`src/rtl/ps2_pkg.sv`:
```
// Shared constants and FSM state encoding for the PS/2 keyboard receiver.
// Protocol-level constants only: no logic, no latency, no flow control.
package ps2_pkg;

  localparam logic [7:0] PS2_PREFIX_EXT = 8'hE0;
  localparam logic [7:0] PS2_PREFIX_BRK = 8'hF0;
  localparam int         PS2_FRAME_BITS = 11;

  typedef enum logic [2:0] {
    ST_IDLE,
    ST_DATA,
    ST_PARITY,
    ST_STOP,
    ST_CHECK
  } ps2_state_t;

endpackage

```
`src/rtl/ps2_line_filter.sv`:
```
// Two-flop synchroniser plus debounce for one raw PS/2 pin; output idles high.
// Latency: 2 + FILTER_LEN cycles per accepted level change; no backpressure.
module ps2_line_filter #(
  parameter int FILTER_LEN = 8
) (
  input  logic clk,
  input  logic rst_n,
  input  logic raw,
  output logic filt
);

  localparam int CW = (FILTER_LEN > 1) ? $clog2(FILTER_LEN) : 1;
  localparam logic [CW-1:0] CNT_LAST = CW'(FILTER_LEN - 1);

  logic [1:0]    sync;
  logic [CW-1:0] cnt;

  // cnt tracks how many consecutive synchronised samples disagree with filt
  always_ff @(posedge clk or negedge rst_n) begin
    if (!rst_n) begin
      sync <= 2'b11;
      filt <= 1'b1;
      cnt  <= '0;
    end else begin
      sync <= {sync[0], raw};
      if (sync[1] != filt) begin
        if (cnt == CNT_LAST) begin
          filt <= sync[1];
          cnt  <= '0;
        end else begin
          cnt <= cnt + CW'(1);
        end
      end else begin
        cnt <= '0;
      end
    end
  end

endmodule

```
`src/rtl/ps2_keyboard_rx.sv`:
```
// PS/2 device-to-host receiver: filtered pins, 11-bit deframer, E0/F0 prefix fold into key events.
// Latency: strobes exactly 1 cycle after the stop-bit fall; no backpressure, all strobes single-cycle.
module ps2_keyboard_rx
  import ps2_pkg::*;
#(
  parameter int FILTER_LEN     = 8,
  parameter int TIMEOUT_CYCLES = 50000
) (
  input  logic       clk,
  input  logic       rst_n,
  input  logic       clkps2,
  input  logic       dataps2,
  output logic       byte_strobe,
  output logic [7:0] rx_byte,
  output logic       key_valid,
  output logic [7:0] scancode,
  output logic       extended,
  output logic       released,
  output logic       frame_err
);

  localparam int            TW            = $clog2(TIMEOUT_CYCLES);
  localparam logic [TW-1:0] T_LAST        = TW'(TIMEOUT_CYCLES - 1);
  localparam logic [2:0]    LAST_DATA_BIT = 3'(PS2_FRAME_BITS - 4);

  logic          clk_f, dat_f, clk_prev, fall;
  ps2_state_t    state, state_nxt;
  logic [2:0]    bit_cnt;
  logic [7:0]    shift_q;
  logic          par_q, stop_q;
  logic [TW-1:0] tcnt;
  logic          ext_flag, brk_flag, err_q;
  logic [7:0]    rx_byte_q, scancode_q;
  logic          ext_q, rel_q;
  logic          in_frame, timeout, good, check_ok, check_bad, start_err, is_prefix;

  ps2_line_filter #(.FILTER_LEN(FILTER_LEN)) u_clk_filt (
    .clk   (clk),
    .rst_n (rst_n),
    .raw   (clkps2),
    .filt  (clk_f)
  );

  ps2_line_filter #(.FILTER_LEN(FILTER_LEN)) u_dat_filt (
    .clk   (clk),
    .rst_n (rst_n),
    .raw   (dataps2),
    .filt  (dat_f)
  );

  assign fall = clk_prev & ~clk_f;

  always_comb begin
    state_nxt = state;
    in_frame  = (state == ST_DATA) || (state == ST_PARITY) || (state == ST_STOP);
    timeout   = in_frame && (tcnt == T_LAST);
    good      = stop_q & (^{shift_q, par_q});
    check_ok  = (state == ST_CHECK) && good;
    check_bad = (state == ST_CHECK) && !good;
    // err_q guard keeps frame_err from pulsing twice in a row after a timeout
    start_err = (state == ST_IDLE) && fall && dat_f && !err_q;
    is_prefix = (shift_q == PS2_PREFIX_EXT) || (shift_q == PS2_PREFIX_BRK);

    case (state)
      ST_IDLE:   if (fall && !dat_f) state_nxt = ST_DATA;
      ST_DATA:   if (fall && (bit_cnt == LAST_DATA_BIT)) state_nxt = ST_PARITY;
      ST_PARITY: if (fall) state_nxt = ST_STOP;
      ST_STOP:   if (fall) state_nxt = ST_CHECK;
      ST_CHECK:  state_nxt = ST_IDLE;
      default:   state_nxt = ST_IDLE;
    endcase
    if (timeout) state_nxt = ST_IDLE;

    byte_strobe = check_ok;
    key_valid   = check_ok && !is_prefix;
    frame_err   = start_err || check_bad || timeout;
    rx_byte     = check_ok  ? shift_q  : rx_byte_q;
    scancode    = key_valid ? shift_q  : scancode_q;
    extended    = key_valid ? ext_flag : ext_q;
    released    = key_valid ? brk_flag : rel_q;
  end

  always_ff @(posedge clk or negedge rst_n) begin
    if (!rst_n) begin
      state      <= ST_IDLE;
      clk_prev   <= 1'b1;
      bit_cnt    <= '0;
      shift_q    <= '0;
      par_q      <= 1'b0;
      stop_q     <= 1'b0;
      tcnt       <= '0;
      ext_flag   <= 1'b0;
      brk_flag   <= 1'b0;
      err_q      <= 1'b0;
      rx_byte_q  <= '0;
      scancode_q <= '0;
      ext_q      <= 1'b0;
      rel_q      <= 1'b0;
    end else begin
      state    <= state_nxt;
      clk_prev <= clk_f;
      err_q    <= frame_err;

      if ((state == ST_IDLE) || fall) tcnt <= '0;
      else if (tcnt != T_LAST)        tcnt <= tcnt + TW'(1);

      if (fall) begin
        case (state)
          ST_IDLE:   bit_cnt <= '0;
          ST_DATA: begin
            shift_q <= {dat_f, shift_q[7:1]};
            bit_cnt <= bit_cnt + 3'd1;
          end
          ST_PARITY: par_q  <= dat_f;
          ST_STOP:   stop_q <= dat_f;
          default:   ;
        endcase
      end

      if (check_bad || timeout) begin
        ext_flag <= 1'b0;
        brk_flag <= 1'b0;
      end else if (check_ok) begin
        if (shift_q == PS2_PREFIX_EXT)      ext_flag <= 1'b1;
        else if (shift_q == PS2_PREFIX_BRK) brk_flag <= 1'b1;
        else begin
          ext_flag <= 1'b0;
          brk_flag <= 1'b0;
        end
      end

      if (check_ok) rx_byte_q <= shift_q;
      if (key_valid) begin
        scancode_q <= shift_q;
        ext_q      <= ext_flag;
        rel_q      <= brk_flag;
      end
    end
  end

endmodule
```
`config.mk`:
```
export PLATFORM = sky130hd
export DESIGN_NAME = ps2_keyboard_rx
export DESIGN_NICKNAME = d
export VERILOG_FILES = /design/src/rtl/ps2_pkg.sv /design/src/rtl/ps2_line_filter.sv /design/src/rtl/ps2_keyboard_rx.sv
export SDC_FILE = /design/constraint.sdc
export NUM_CORES = 1
export LEC_CHECK = 0
export CAP_MARGIN = 5
export CORE_UTILIZATION = 35
export CTS_CLUSTER_DIAMETER = 80
export DETAILED_ROUTE_END_ITERATION = 7
export PLACE_DENSITY_LB_ADDON = 0.05
export SETUP_SLACK_MARGIN = 0.2
export SYNTH_ARGS = -nofsm -noshare
export SYNTH_HDL_FRONTEND = slang
export SYNTH_SLANG_ARGS = --single-unit
```
`constraint.sdc`:
```
create_clock -name clk -period 6.3 [get_ports clk]
set_input_delay 1.26 -clock clk [delete_from_list [all_inputs] [get_ports clk]]
set_output_delay 1.26 -clock clk [all_outputs]
set_load 0.01 [all_outputs]
```
Word level (Yosys, flattened, before mapping)
Index checks and enable logic that the tools add are counted.

Input port bits: 4. Output and inout port bits: 21. Bits in registers: 66.

Reduce and logical (&&, ||, !) cells: 34. Bitwise operators: 3. Equal/unequal tests: 19. Muxes and demuxes: 25. Add/sub/neg operators: 4.

Operators with widths (count): $mux 16 (2); $mux 3 (9); $add 16x1->16 const B (1); $eq 16x16->1 const B (1); $eq 8x8->1 const B (2); $mux 8 (2); $ne 16x16->1 const B (1); $reduce_and 2->1 (8); $eq 3x3->1 const B (4); $pmux 3 s4 (1); $mux 1 (10); $add 3x1->3 const B (3); $logic_and 1x1->1 (9); $ne 3x2->1 const B (3); $reduce_xor 9->1 (1); $logic_or 1x1->1 (7); $eq 3x2->1 const B (2); $ne 3x3->1 const B (2); $pmux 3 s2 (1); $reduce_bool 2->1 (3); $logic_not 1->1 (4); $reduce_and 4->1 (1); $eq 3x1->1 const B (1); $logic_not 3->1 (1); other kinds (4) (6).

Logic depth before layout (Yosys ltp)
Word-level depth: 7. Mapped depth: 6. Mapped depth without buffers: 6.

Cells and area by module
Synthesis repeated with hierarchy kept, for this count alone.

Cells, all modules: 253. Area total of the unflattened synthesis: 2957.8 um2.

Modules (own cells, without submodules): ps2_keyboard_rx (sequential area each 1352.5 um2, cells an instance 227, instances 1, area an instance 2509.9 um2); ps2_line_filter (sequential area each 153.9 um2, cells an instance 13, instances 2, area an instance 224.0 um2).

Least setup slack after synthesis
No wires, ideal clock.

Kind: register to output. Start: register shift_q[2]. End: output released. Cell stages (with the launch flop): 6. Path slack: 3183 ps. Path buffers: 1. Required time: 5040 ps. Data arrival time: 1857 ps. Cells stage by stage: dfrtp_1 > xor2_1 > xnor3_2 > mux2i_1 > buf_2 > mux2_2.

Longest elaborated chain between the ends: 5.

Ends and longest elaborated chain: from (decl) (line ps2_keyboard_rx.sv:29) `logic [7:0] shift_q;`; from (signal assigned) (line ps2_keyboard_rx.sv:111) `shift_q <= {dat_f, shift_q[7:1]};`; $reduce_xor 9->1 / $eq 8x8->1 (equally long branches) (line ps2_keyboard_rx.sv:57, ps2_keyboard_rx.sv:62); $and 1x1->1 / $logic_or 1x1->1 (equally long branches) (line ps2_keyboard_rx.sv:57, ps2_keyboard_rx.sv:62); $logic_and 1x1->1 / $logic_not 1->1 (equally long branches) (line ps2_keyboard_rx.sv:58, ps2_keyboard_rx.sv:75); $logic_and 1x1->1 * (line ps2_keyboard_rx.sv:75) `key_valid = check_ok && !is_prefix;`; via key_valid (line ps2_keyboard_rx.sv:15) `output logic key_valid,`; $mux 1 *; to (decl) (line ps2_keyboard_rx.sv:18) `output logic released,`.

The timed path passes the listed nets; every way through them passes the cells marked *.

Worst setup path in the final report
Start: register state[2]. End: output scancode[4].

Longest elaborated chain between the ends: 4.

Ends and longest elaborated chain: from (decl) (line ps2_keyboard_rx.sv:27) `ps2_state_t state, state_nxt;`; from (signal assigned) (line ps2_keyboard_rx.sv:100) `state <= state_nxt;`; $eq 3x3->1 (line ps2_keyboard_rx.sv:58) `check_ok = (state == ST_CHECK) && good;`; $logic_and 1x1->1 (line ps2_keyboard_rx.sv:58); $logic_and 1x1->1 (line ps2_keyboard_rx.sv:75); $mux 8; to (decl) (line ps2_keyboard_rx.sv:16) `output logic [7:0] scancode,`.

No other way between the ends.

==> run metrics <==
status completed; WP data arrival between 3 and 4 ns; Setup Viol. Count Final 0; worst vdd ir between 0.0001 and 0.00015 V; Final WS setup 1.63 ns; PD cells just under 300 nW/um^2; DRC viols 0; layout cells sized above 1 0.175; flop2flop setup slack ~3.6 ns; routed wire length per instance 13.6 um; Register Area 1660 um^2; synth top area cells dfrtp_1, mux2_2, dfstp_2; Top FF cell, synth dfrtp_1; number of synthesized flops with an enable pin 0; largest net degree at the start of global routing between 60 and 70; HP Class register to register; hold buffers post-CTS 0; Hold Path Depth 0; GRT Overall Usage 0.140; share of the synthesized area in the top cell type 0.485; maximum net fanout on the critical path 14; Reg2Reg Depth 4; Netlist cell types 43; max_cap viols 0; io pins 25; Post-synth top cells dfrtp_1, mux2_2, nor2_1, nand2_1, inv_1; Routed WL approximately 5.4 mm; antenna-violating nets left 0; post-synthesis cell count 258; Syn. warnings 0; number of diodes 0; Post-Syn Area approximately 3000 um^2; WS Path Type register to output port; Max Slew Vio Count 0; count leader, synth dfrtp_1; vias in the first global route just over 2k; Final Wtd Congestion 0.771; ys async rst share 1.00; overflow left after global routing 0; Tmin final between 4 and 5 ns; die height ~95 um; RSZ-0062 raised after global routing false; IO buf count 24; nets 297; die width around 95 um; CTS resizes 0; Pleak around 0.0016 uW; dpl hpwl about 3.5 mm; critical path launch point type register; Clock Path Buffers 2; max_slew headroom 0.273; DR vias roughly 1.9k; cts bufs inserted 9; total core area ~8300 um^2; antenna violations before repair 0; fmax approximately 210 MHz; clock-pin transition on the worst setup and hold timing paths about 0.07 ns; RR Startpoint state[2]$_DFFE_PN0P_; DP Worst Slack 1.87 ns; Yosys reg bits 66; global-route wire length before repair 9.68 mm; Worst-Margin Slew around 1.1 ns; drt pass-1 iters 4; syn avg cell area between 10 and 15 um^2; register area share after synthesis 0.545; Worst Hold End u_dat_filt.sync[1]$_DFF_PN1_; clock sink count 66; clk_skew ~0.0042 ns; # Post-CTS Setup Buffers 0; Reg-to-Reg End scancode_q[4]$_DFF_PN0_; Starting Density 0.365; CTS tree built; die area between 9000 and 10000 um^2; layout filler cell count roughly 790; syn nets roughly 270; Worst-Skew Late Latency 0.33 ns; min-delay src u_dat_filt.sync[0]$_DFF_PN1_; Syn-to-layout area delta 17.7%; area used by multi-input combinational logic ~1300 um^2; CP required 5.04 ns; Worst Setup End Kind output port; Post-Route Utilization 0.430; CTS root buffer clkbuf_8; H-tree Lvls 3; Iteration-0 DRC Markers 61; fin crit share 0.742; vias per cell around 4.8; site row count 33; Final TNS setup 0 ns; largest area contributor in the netlist dfrtp_1; Tot Pwr 1040 uW; Hold Vio Cnt, Final 0
-- power breakdown --
group          internal (uW)  switching (uW)
clock                    196             149
combinational           79.3            95.2
sequential               476            45.8
total                    752             290
-- sequential cells by signal, summed over array words and instances, names as in the netlist, 2 cells and up --
register and count:
state 3, tcnt 16, u_dat_filt.cnt 3, shift_q 8, bit_cnt 3, scancode_q 8, rx_byte_q 8, u_clk_filt.sync 2
u_dat_filt.sync 2, u_clk_filt.cnt 3
-- layout make-up --
cell class,instances,area share
multi-input cells,170,0.361
inverters,13,0.0136
flip-flops and latches,66,0.463
well taps,105,0.0366
repair buffers,26,0.0698
clock buffers,15,0.0548
clock inverters,1,0.00140
-- worst max-delay path, stage by stage, from the launching register on --
cell             delay, ns
dfrtp_1               0.56
nor4bb_1              0.58
o211ai_1              0.17
mux2i_1               0.86
mux2_2                0.44
clkdlybuf4s50_1       0.48
-- cells in the final DEF (no fill, tap or decap), types with 3 or more instances in the layout --
| master | count |
|---|---|
| nor2_1 | 19 |
| o21ai_0 | 10 |
| or3_1 | 4 |
| mux2_2 | 19 |
| nor4bb_1 | 3 |
| o22ai_1 | 3 |
| clkdlybuf4s50_1 | 23 |
| nand3_1 | 7 |
| mux2_4 | 5 |
| and2_1 | 4 |
| xnor2_1 | 11 |
| nor3_1 | 5 |
| dfrtp_1 | 59 |
| o211ai_1 | 4 |
| inv_1 | 13 |
| nand2_1 | 14 |
| a21oi_1 | 5 |
| nor2b_1 | 3 |
| mux2i_1 | 6 |
| dfstp_2 | 7 |
| xor2_1 | 6 |
| nor4_1 | 6 |
| nand4_1 | 4 |
| nor3b_1 | 4 |
| clkbuf_8 | 14 |
| ha_1 | 7 |
-- cells by family (layout without fill, tap and decap cells) --
group                      after synthesis  in the layout  synth area share
AOI/OAI and AO/OA                       30             30            0.0616
xor gates and xnor gates                20             20            0.0719
buffers and inverters                   22             55            0.0300
DFF                                     66             66             0.545
muxes                                   30             30             0.115
adders and majority gates                7              7            0.0287
and+or+nand+nor                         83             83             0.148
-- routing by layer --
layer | global-route usage | wire length [um]
met1 | 0.172 | 2560
met2 | 0.230 | 2550
met3 | 0.0439 | 171
met4 | 0.0543 | 99
met5 | 0 | 0
-- worst max-delay path by stage --
| stage | end | startpoint | slack (ns) | cells after the start |
|---|---|---|---|---|
| 4_1_cts | scancode[5] | state[2]$_DFFE_PN0P_ | 1.49 | 5 |
| 6_report | scancode[4] | state[2]$_DFFE_PN0P_ | 1.63 | 5 |
| 3_3_place_gp | scancode[4] | state[2]$_DFFE_PN0P_ | 1.96 | 5 |
| 2_1_floorplan | released | shift_q[2]$_DFFE_PN0P_ | 3.18 | 5 |
| 5_1_grt | scancode[4] | state[2]$_DFFE_PN0P_ | 1.30 | 5 |
| 3_5_place_dp | scancode[5] | state[2]$_DFFE_PN0P_ | 1.87 | 5 |
-- stage by stage --
stage / hold slack (ns) / instance area (um^2) / std cells
6_report: 0.356 / 3590 / 396
5_1_grt: 0.360 / 3590 / 396
4_1_cts: 0.357 / 3590 / 396
3_5_place_dp: 0.347 / 3390 / 380
3_3_place_gp: 0.346 / 3390 / 380
2_1_floorplan: 0.345 / 3050 / 258
Power figures use the tool's default switching activity.
